--- src/rtl/ifft4_stage_seq.sv ---
// ----------------------------------------------------------------------------
// ifft4_stage_seq
//   Sequential inverse radix-2 stage of the 4-point FFT datapath.
//   Collects one frame of four complex samples (a, b, c, d) over a
//   valid/ready stream. It applies the conjugate twiddles W4^0* = 1 and
//   W4^1* = +j (Q.TW_FRAC) and forms the butterflies:
//     y0 = A + C,  y1 = B + D,  y2 = A - C,  y3 = B - D.
//   Each result is floor-shifted right by OUT_SHIFT and truncated to DATA_W.
//   The four results stream out in order.
//
// Ports
//   clk        rising-edge clock
//   rst_n      asynchronous active-low reset
//   in_valid   input sample valid
//   in_ready   block can accept a sample (registered)
//   in_sop     input sample is index 0 (a) of a frame
//   in_re      input real part, signed DATA_W
//   in_im      input imaginary part, signed DATA_W
//   out_valid  output sample valid
//   out_ready  downstream accepts output
//   out_last   output sample is index 3 of the frame
//   out_re     output real part, signed DATA_W
//   out_im     output imaginary part, signed DATA_W
//   out_ovf    shifted value of the current output did not fit DATA_W
//   frame_err  one-cycle pulse: in_sop seen mid-frame, frame restarted
// ----------------------------------------------------------------------------
module ifft4_stage_seq #(
    parameter int DATA_W    = 64,
    parameter int TW_FRAC   = 7,
    parameter int OUT_SHIFT = 7
) (
    input  logic                     clk,
    input  logic                     rst_n,
    input  logic                     in_valid,
    output logic                     in_ready,
    input  logic                     in_sop,
    input  logic signed [DATA_W-1:0] in_re,
    input  logic signed [DATA_W-1:0] in_im,
    output logic                     out_valid,
    input  logic                     out_ready,
    output logic                     out_last,
    output logic signed [DATA_W-1:0] out_re,
    output logic signed [DATA_W-1:0] out_im,
    output logic                     out_ovf,
    output logic                     frame_err
);

    // Internal width: the product of a sample with the twiddle, plus the
    // butterfly add, plus one guard bit.
    localparam int W = DATA_W + TW_FRAC + 2;

    typedef enum logic [1:0] {
        LOAD,
        COMPUTE,
        DRAIN
    } state_t;

    state_t                   state;
    logic [1:0]               cnt;
    logic [1:0]               ocnt;
    logic signed [DATA_W-1:0] buf_re [4];
    logic signed [DATA_W-1:0] buf_im [4];
    logic signed [DATA_W-1:0] res_re [4];
    logic signed [DATA_W-1:0] res_im [4];
    logic [3:0]               res_ovf;

    logic signed [W-1:0]      a_re, a_im, b_re, b_im;
    logic signed [W-1:0]      c_re, c_im, d_re, d_im;
    logic signed [W-1:0]      y_re [4];
    logic signed [W-1:0]      y_im [4];
    logic signed [DATA_W-1:0] nxt_re [4];
    logic signed [DATA_W-1:0] nxt_im [4];
    logic [3:0]               nxt_ovf;

    logic                     in_acc;
    logic                     out_acc;

    // Sign-extend to W bits and multiply by the unit twiddle 2**TW_FRAC.
    function automatic logic signed [W-1:0] scale(input logic signed [DATA_W-1:0] x);
        logic signed [W-1:0] e;
        e = {{(W - DATA_W){x[DATA_W-1]}}, x};
        return e <<< TW_FRAC;
    endfunction

    // Floor the value (arithmetic shift), then keep the low DATA_W bits.
    function automatic logic signed [DATA_W-1:0] shr(input logic signed [W-1:0] y);
        logic signed [W-1:0] s;
        s = y >>> OUT_SHIFT;
        return s[DATA_W-1:0];
    endfunction

    // Flag values whose shifted result lies outside the signed DATA_W range.
    // The upper bits must all copy the DATA_W sign bit.
    function automatic logic ovf(input logic signed [W-1:0] y);
        logic signed [W-1:0] s;
        s = y >>> OUT_SHIFT;
        return !((&s[W-1:DATA_W-1]) || !(|s[W-1:DATA_W-1]));
    endfunction

    assign in_acc  = in_valid && in_ready;
    assign out_acc = out_valid && out_ready;

    always_comb begin
        a_re = scale(buf_re[0]);
        a_im = scale(buf_im[0]);
        b_re = scale(buf_re[1]);
        b_im = scale(buf_im[1]);
        c_re = scale(buf_re[2]);
        c_im = scale(buf_im[2]);
        // Multiplying d by +j swaps the parts and negates the new real part.
        d_re = -scale(buf_im[3]);
        d_im = scale(buf_re[3]);

        y_re[0] = a_re + c_re;
        y_im[0] = a_im + c_im;
        y_re[1] = b_re + d_re;
        y_im[1] = b_im + d_im;
        y_re[2] = a_re - c_re;
        y_im[2] = a_im - c_im;
        y_re[3] = b_re - d_re;
        y_im[3] = b_im - d_im;

        nxt_re[0]  = shr(y_re[0]);
        nxt_im[0]  = shr(y_im[0]);
        nxt_re[1]  = shr(y_re[1]);
        nxt_im[1]  = shr(y_im[1]);
        nxt_re[2]  = shr(y_re[2]);
        nxt_im[2]  = shr(y_im[2]);
        nxt_re[3]  = shr(y_re[3]);
        nxt_im[3]  = shr(y_im[3]);
        nxt_ovf[0] = ovf(y_re[0]) || ovf(y_im[0]);
        nxt_ovf[1] = ovf(y_re[1]) || ovf(y_im[1]);
        nxt_ovf[2] = ovf(y_re[2]) || ovf(y_im[2]);
        nxt_ovf[3] = ovf(y_re[3]) || ovf(y_im[3]);
    end

    always_ff @(posedge clk or negedge rst_n) begin
        if (!rst_n) begin
            state     <= LOAD;
            cnt       <= '0;
            ocnt      <= '0;
            in_ready  <= 1'b0;
            out_valid <= 1'b0;
            out_last  <= 1'b0;
            out_re    <= '0;
            out_im    <= '0;
            out_ovf   <= 1'b0;
            frame_err <= 1'b0;
            res_ovf   <= '0;
            for (int unsigned i = 0; i < 4; i++) begin
                buf_re[i] <= '0;
                buf_im[i] <= '0;
                res_re[i] <= '0;
                res_im[i] <= '0;
            end
        end else begin
            frame_err <= 1'b0;
            case (state)
                LOAD: begin
                    in_ready <= 1'b1;
                    if (in_acc) begin
                        if (in_sop && cnt != 2'd0) begin
                            // A start-of-packet mid-frame restarts the frame
                            // with this sample as index 0.
                            buf_re[0] <= in_re;
                            buf_im[0] <= in_im;
                            cnt       <= 2'd1;
                            frame_err <= 1'b1;
                        end else begin
                            buf_re[cnt] <= in_re;
                            buf_im[cnt] <= in_im;
                            cnt         <= cnt + 2'd1;
                            if (cnt == 2'd3) begin
                                state    <= COMPUTE;
                                in_ready <= 1'b0;
                            end
                        end
                    end
                end

                COMPUTE: begin
                    // y0 goes straight to the output registers. y1..y3 wait
                    // in the result bank.
                    for (int unsigned i = 0; i < 4; i++) begin
                        res_re[i] <= nxt_re[i];
                        res_im[i] <= nxt_im[i];
                    end
                    res_ovf   <= nxt_ovf;
                    out_re    <= nxt_re[0];
                    out_im    <= nxt_im[0];
                    out_ovf   <= nxt_ovf[0];
                    out_last  <= 1'b0;
                    out_valid <= 1'b1;
                    ocnt      <= 2'd0;
                    state     <= DRAIN;
                end

                DRAIN: begin
                    if (out_acc) begin
                        if (ocnt == 2'd3) begin
                            out_valid <= 1'b0;
                            out_last  <= 1'b0;
                            in_ready  <= 1'b1;
                            cnt       <= 2'd0;
                            state     <= LOAD;
                        end else begin
                            ocnt     <= ocnt + 2'd1;
                            out_re   <= res_re[ocnt + 2'd1];
                            out_im   <= res_im[ocnt + 2'd1];
                            out_ovf  <= res_ovf[ocnt + 2'd1];
                            out_last <= (ocnt == 2'd2);
                        end
                    end
                end

                default: begin
                    state     <= LOAD;
                    in_ready  <= 1'b0;
                    out_valid <= 1'b0;
                end
            endcase
        end
    end

endmodule

--- config.mk ---
export PLATFORM = sky130hd
export DESIGN_NAME = ifft4_stage_seq
export DESIGN_NICKNAME = d
export VERILOG_FILES = /design/src/rtl/ifft4_stage_seq.sv
export SDC_FILE = /design/constraint.sdc
export NUM_CORES = 2
export LEC_CHECK = 0
export BUFFER_PORTS_ARGS = -buffer_cell sky130_fd_sc_hd__buf_2
export CAP_MARGIN = 20
export CORE_MARGIN = 3
export CORE_UTILIZATION = 60
export DETAILED_ROUTE_END_ITERATION = 8
export PLACE_DENSITY = 0.78
export SLEW_MARGIN = 10
export SYNTH_ARGS = -nofsm -noshare
export SYNTH_HDL_FRONTEND = slang
export SYNTH_SLANG_ARGS = --single-unit
--- constraint.sdc ---
create_clock -name clk -period 15.8 [get_ports clk]
set_input_delay 3.16 -clock clk [delete_from_list [all_inputs] [get_ports clk]]
set_output_delay 3.16 -clock clk [all_outputs]
set_load 0.005 [all_outputs]
======== Word-level counts from Yosys, hierarchy flattened ========
Cells that the tools add are included.
cells by class
  $add $sub $neg .......................... 11
  muxes and demuxes ....................... 50
  bitwise operators ....................... 5
  reductions and logical operators ........ 60
  eq/ne operators ......................... 11
  order comparisons ....................... 4
operators by type and width
  cell                                        count
  two-way mux 64 bit                          11
  bitwise mux 256 bit                         2
  binary-select mux 64 bit (select 2 bit)     2
  case mux 64 bit (2 select lines)            2
  adder 71 x 71 -> 72 bit                     3
  subtractor 71 x 71 -> 72 bit                3
  demux 64 bit (select 2 bit)                 1
  adder 71 x 73 -> 73 bit                     1
  negation 71 -> 73 bit                       1
  subtractor 71 x 73 -> 73 bit                1
  AND reduction 3 bit                         12
  OR reduction 3 bit                          8
  two-way mux 2 bit                           9
  zero test 1 bit                             16
  two-way mux 1 bit                           15
  logical OR 1 bit                            12
  != test 2 bit, second input constant        6
  == test 2 bit, second input constant        4
  case mux 2 bit (2 select lines)             2
  >= comparator 3 bit, second input constant  2
  NOT 2 -> 3 bit                              2
  case mux 1 bit (3 select lines)             2
  case mux 2 bit (3 select lines)             1
  nonzero test 2 bit                          3
  other kinds (12)                            20
storage, ports and cells
  bits in registers ....................... 1167
  bits of input ports ..................... 133
  output and inout port bits .............. 133
  word-level logic and storage cells ...... 168

======== Logic depth before layout (Yosys ltp) ========
  depth after elaboration ................. 8
  gate-level depth with buffers ........... 29
  gate-level depth less buffers ........... 27

======== Worst setup path before layout ========
OpenSTA, ideal clock, no wires.
  path kind ............................... reg-to-reg
  start point ............................. register buf_im[15] in the netlist's numbering
  end point ............................... register res_ovf[1]
  arrival time ............................ 5319 ps
  setup slack ............................. 10343 ps
  data required time ...................... 15662 ps
  library setup time ...................... 138 ps
  cell stages (with the launch flop) ...... 24
  buffers on the path ..................... 2
  cells stage by stage .................... dfrtp_1 > or4_1 > or3_4 > nor4_4 > nand3_1 > or2_1 > buf_2 > nor4_4 > nor3b_1 > xnor2_1 > ha_1 > clkbuf_1 > nand2_1 > nor3_1 > and3_1 > nor3b_1 > a22oi_1 > nand4b_1 > a31oi_1 > o31a_1 > o41ai_1 > xor2_1 > o311ai_1 > o211ai_1
between the ends
  word-level cells in the longest chain between the ends .. 7
  elaborated cells on any way between the ends .. 8
ends and longest elaborated chain
  what                             RTL line  text
  start, declared                  62        logic signed [DATA_W-1:0] buf_im [4];
  start signal, assigned by index  171       buf_im[cnt] <= in_im;
  negation 71 -> 73 bit *          111       d_re = -scale(buf_im[3]);
  adder 71 x 73 -> 73 bit *        116       y_re[1] = b_re + d_re;
  OR reduction 3 bit               97        return !((&s[W-1:DATA_W-1]) || !(|s[W-1:DATA_W-1]));
  zero test 1 bit                  97
  logical OR 1 bit *               97
  zero test 1 bit *                97
  logical OR 1 bit *               132       nxt_ovf[1] = ovf(y_re[1]) || ovf(y_im[1]);
  end signal, assigned             188       res_ovf <= nxt_ovf;
  end, declared                    65        logic [3:0] res_ovf;
Mark *: on every way between the ends. The rest lies on a longest branch, timed or not.
A chain may end at the register's enable or synchronous reset.

======== Worst setup path in the final report ========
Ends and elaborated chain as after synthesis.

==> impl_metrics.tcl <==
set metrics [dict create \
    start_kind "flip-flop" \
    grt_pass1_vias 62000 \
    met2WireLength_microns 96400 \
    dr.max_layer_used "met4" \
    met3_length_microns 20400 \
    setup_tns_ns 0 \
    slew_headroom_pct 23.2 \
    fp.coreArea_sq_um 126000 \
    rows 130 \
    nets 9185 \
    die_y_microns 364 \
    totalPowerFinal_mw 21.2 \
    synth-edff-count 0 \
    firstDrtPassIters 6 \
    slowest_delay_ns 0.58 \
    outcome "completed" \
    post_cts_buffers 0 \
    multi_input_area_sq_um 43800 \
    avgSynthCellArea_sq_um 8.96 \
    syn_area_sq_um 76800 \
    cts-htree-levels 3 \
    yosysWarnings 0 \
    layout-drive-gt1-share_pct 13.0 \
    placement.io_buffers 265 \
    final_cell_mix "1162 x dfrtp_1, 1077 x nand2_1, 849 x o21ai_0" \
    clk_latency_ns 0.74 \
    antenna_left 0 \
    cts_resized 0 \
    cts.sinks 1163 \
    internal-power_mw 10.8 \
    finalSetupViolCount 0 \
    viasPerCell 6.26 \
    synth_top_area_share_pct 37.9 \
    timing.final.crit_share_pct 41.0 \
    p_sw_mw 10.4 \
    antenna_found_initial 7 \
    worst_pin_slew_ns 1.15 \
    pwr-share-comb_pct 62.2 \
    drc_errors 0 \
    seq_area_sq_um 29100 \
    peakVddDrop_mv 0.180 \
    clkPwrFrac_pct 13.9 \
    clk_path_buf_depth 3 \
    synthArstFlopShare_pct 100 \
    hold_slack_ns 0.473 \
    vias 64200 \
    rsz0062_at_grt "false" \
    initial_core_util_pct 60.8 \
    synth.ff_latch_count 1163 \
    fill_cells 10400 \
    cap_viol_max_count 0 \
    skew_ns 0.0241 \
    ys.flop_type "dfrtp_1" \
    crit_required_ns 16.41 \
    areaGrowthSynthToFinish_pct 7.97 \
    drtIter0Drc 6581 \
    cp_cell_sequence "or4_1, or3_4, nor4_4, nand3_1, or2_1, nor4_4, nor3b_1, xnor2_1, ha_1, nand2_1, nor3_1, and3_1, nor3b_1, a22oi_1, nand4b_1, a31oi_1, o31a_1, o41ai_1, xor2_1, o311ai_1, o211ai_1" \
    dp_hpwl_microns 177000 \
    wl_met1_microns 110000 \
    crit_slowest_cell "or4_1" \
    finalCriticalPeriod_ns 6.48 \
    synth_seq_area_share_pct 37.9 \
    yosys-top-cells-area "dfrtp_1 38%, ha_1 8.5%, mux2_2 5.6%, o21ai_0 5.5%, xnor2_1 5.4%" \
    clkTransAtPathRegs_ns 0.06 \
    netSwitchingFraction_pct 49.2 \
    die_w_microns 364 \
    synth_fp_nets 9236 \
    hold_viol_final 0 \
    drv_slew 0 \
    grt_util_all_layers_pct 34.7 \
    synth_area_leader_cell "dfrtp_1" \
    power_density_nw_per_um2 256 \
    grt_overflow_total 0 \
    cp_max_fo 10 \
    cts_tree "done" \
    dieArea_sq_um 132000 \
    final_common_cell "dfrtp_1" \
    cts-buffers-inserted 121 \
    hold_buffers 0 \
    netlist_instances 8573 \
    wirelength_microns 233000 \
    power_leakage_nw 37.6 \
    min_path_type "flip-flop to flip-flop" \
    grt_pass1_wl_microns 361000 \
    place_congestion 0.960 \
    critical_path_class "flip-flop to flip-flop" \
    cts_root_buffer "clkbuf_16" \
    grt_max_degree 283 \
    wl_per_cell_microns 22.7 \
    cp.arrival_ns 7.09 \
    max_freq_mhz 154 \
    critPathCaptureType "flip-flop" \
    ys_types 109 \
    io_pins 266 \
    seq_power_share_pct 23.9 \
]
==> synthesized netlist by cell type, types with 13 or more instances <==
master	number
a211o_1	18
a211oi_1	35
a21boi_0	20
a21o_1	109
a21oi_1	712
a221o_1	13
a221oi_1	23
a311oi_1	15
a31oi_1	55
a41oi_1	21
and2_1	24
and3_1	33
buf_1	41
buf_2	32
clkbuf_1	413
clkinv_1	18
dfrtp_1	1163
ha_1	523
inv_1	519
mux2_2	383
mux4_2	127
nand2_1	1081
nand2b_1	34
nand3_1	79
nand4_1	67
nor2_1	647
nor2b_1	66
nor3_1	130
nor4_1	89
o211ai_1	37
o21a_1	41
o21ai_0	849
o21ai_1	22
o21bai_1	185
o22ai_1	13
o31ai_1	76
o41ai_1	21
or2_2	17
or3_1	42
or4_1	20
xnor2_1	474
xor2_1	77
==> critical path, delay by kind of cell (launching register included) <==
kind / cells / cell delay, ns
adder cells (fa/ha/maj): 1 / 0.51
XOR/XNOR: 2 / 0.29
flip-flops: 1 / 0.41
AO/OA/AOI/OAI: 6 / 1.60
AND/OR/NAND/NOR: 12 / 3.55
==> metrics by stage <==
| step | util (%) | std cells | area, sq um | setup WS, ns |
|---|---|---|---|---|
| 2_1_floorplan | - | 8573 | 76800 | 10.34 |
| 3_3_place_gp | 62.3 | 10000 | 78800 | 9.46 |
| 3_5_place_dp | 62.3 | 10000 | 78800 | 9.35 |
| 4_1_cts | 65.6 | 10300 | 82900 | 9.31 |
| 5_1_grt | 65.6 | 10300 | 82900 | 8.76 |
| 6_report | 65.6 | 10300 | 82900 | 9.32 |
==> power by group through the flow <==
| stage | clock, mW | sequential, mW | combinational [mW] |
|---|---|---|---|
| after global routing | 3.10 | 5.21 | 14.3 |
| final | 2.94 | 5.07 | 13.2 |
| after detailed placement | 0 | 5.07 | 12.8 |
| after CTS | 2.98 | 5.05 | 12.9 |
| after floorplan | 0 | 4.78 | 9.37 |
| after global placement | 0 | 4.99 | 12.7 |
==> kinds of logic (layout without fill, tap and decap cells) <==
family / after synthesis / after routing / share of synthesized area (%)
compound gates: 2395 / 2395 / 18.8
xor+xnor: 552 / 552 / 6.31
fa+ha+maj: 530 / 530 / 8.70
buf+inv: 1029 / 1069 / 5.11
flops: 1163 / 1163 / 37.9
mux: 518 / 518 / 9.45
other cells: 0 / 4 / 0
simple gates: 2386 / 2386 / 13.7
==> registers in the layout, summed over array words and instances (netlist names), 2 cells and up <==
name,flops
out_re,64
res_ovf,4
buf_im,128
state,2
res_im,254
b_re,64
buf_re,128
out_im,64
b_im,64
res_re,254
a_re,64
cnt,2
ocnt,2
a_im,64
==> worst paths after layout <==
kind	to	slack [ns]	from	depth (start not counted)
max	res_ovf[1]$_DFFE_PN0P_	9.32	buf_im[15]$_DFFE_PN0P_	21
min	res_im[209]$_DFFE_PN0P_	0.47	res_im[209]$_DFFE_PN0P_	2
max reg2reg	res_ovf[1]$_DFFE_PN0P_	9.32	buf_im[15]$_DFFE_PN0P_	21
min reg2reg	res_im[209]$_DFFE_PN0P_	0.47	res_im[209]$_DFFE_PN0P_	2
max in group asynchronous	res_re[254]$_DFFE_PN0P_	10.32	rst_n	4
min in group asynchronous	buf_im[75]$_DFFE_PN0P_	2.35	rst_n	1
==> layout make-up <==
cell class	instances	area share (%)
repair buffers	316	2.13
flip-flops and latches	1163	35.1
clock buffers	173	4.30
clock inverters	41	0.623
multi-input cells	6381	52.9
diodes	4	0.0121
inverters	539	2.45
well taps	1650	2.49
==> per-layer routing <==
layer / vias up / GRT usage, %
met5: - / 0
met4: 0 / 9.28
met3: 354 / 7.15
met2: 2502 / 49.5
met1: 31600 / 53.5
li1: 29800 / -
No activity file was read; power rests on OpenSTA's default activity.
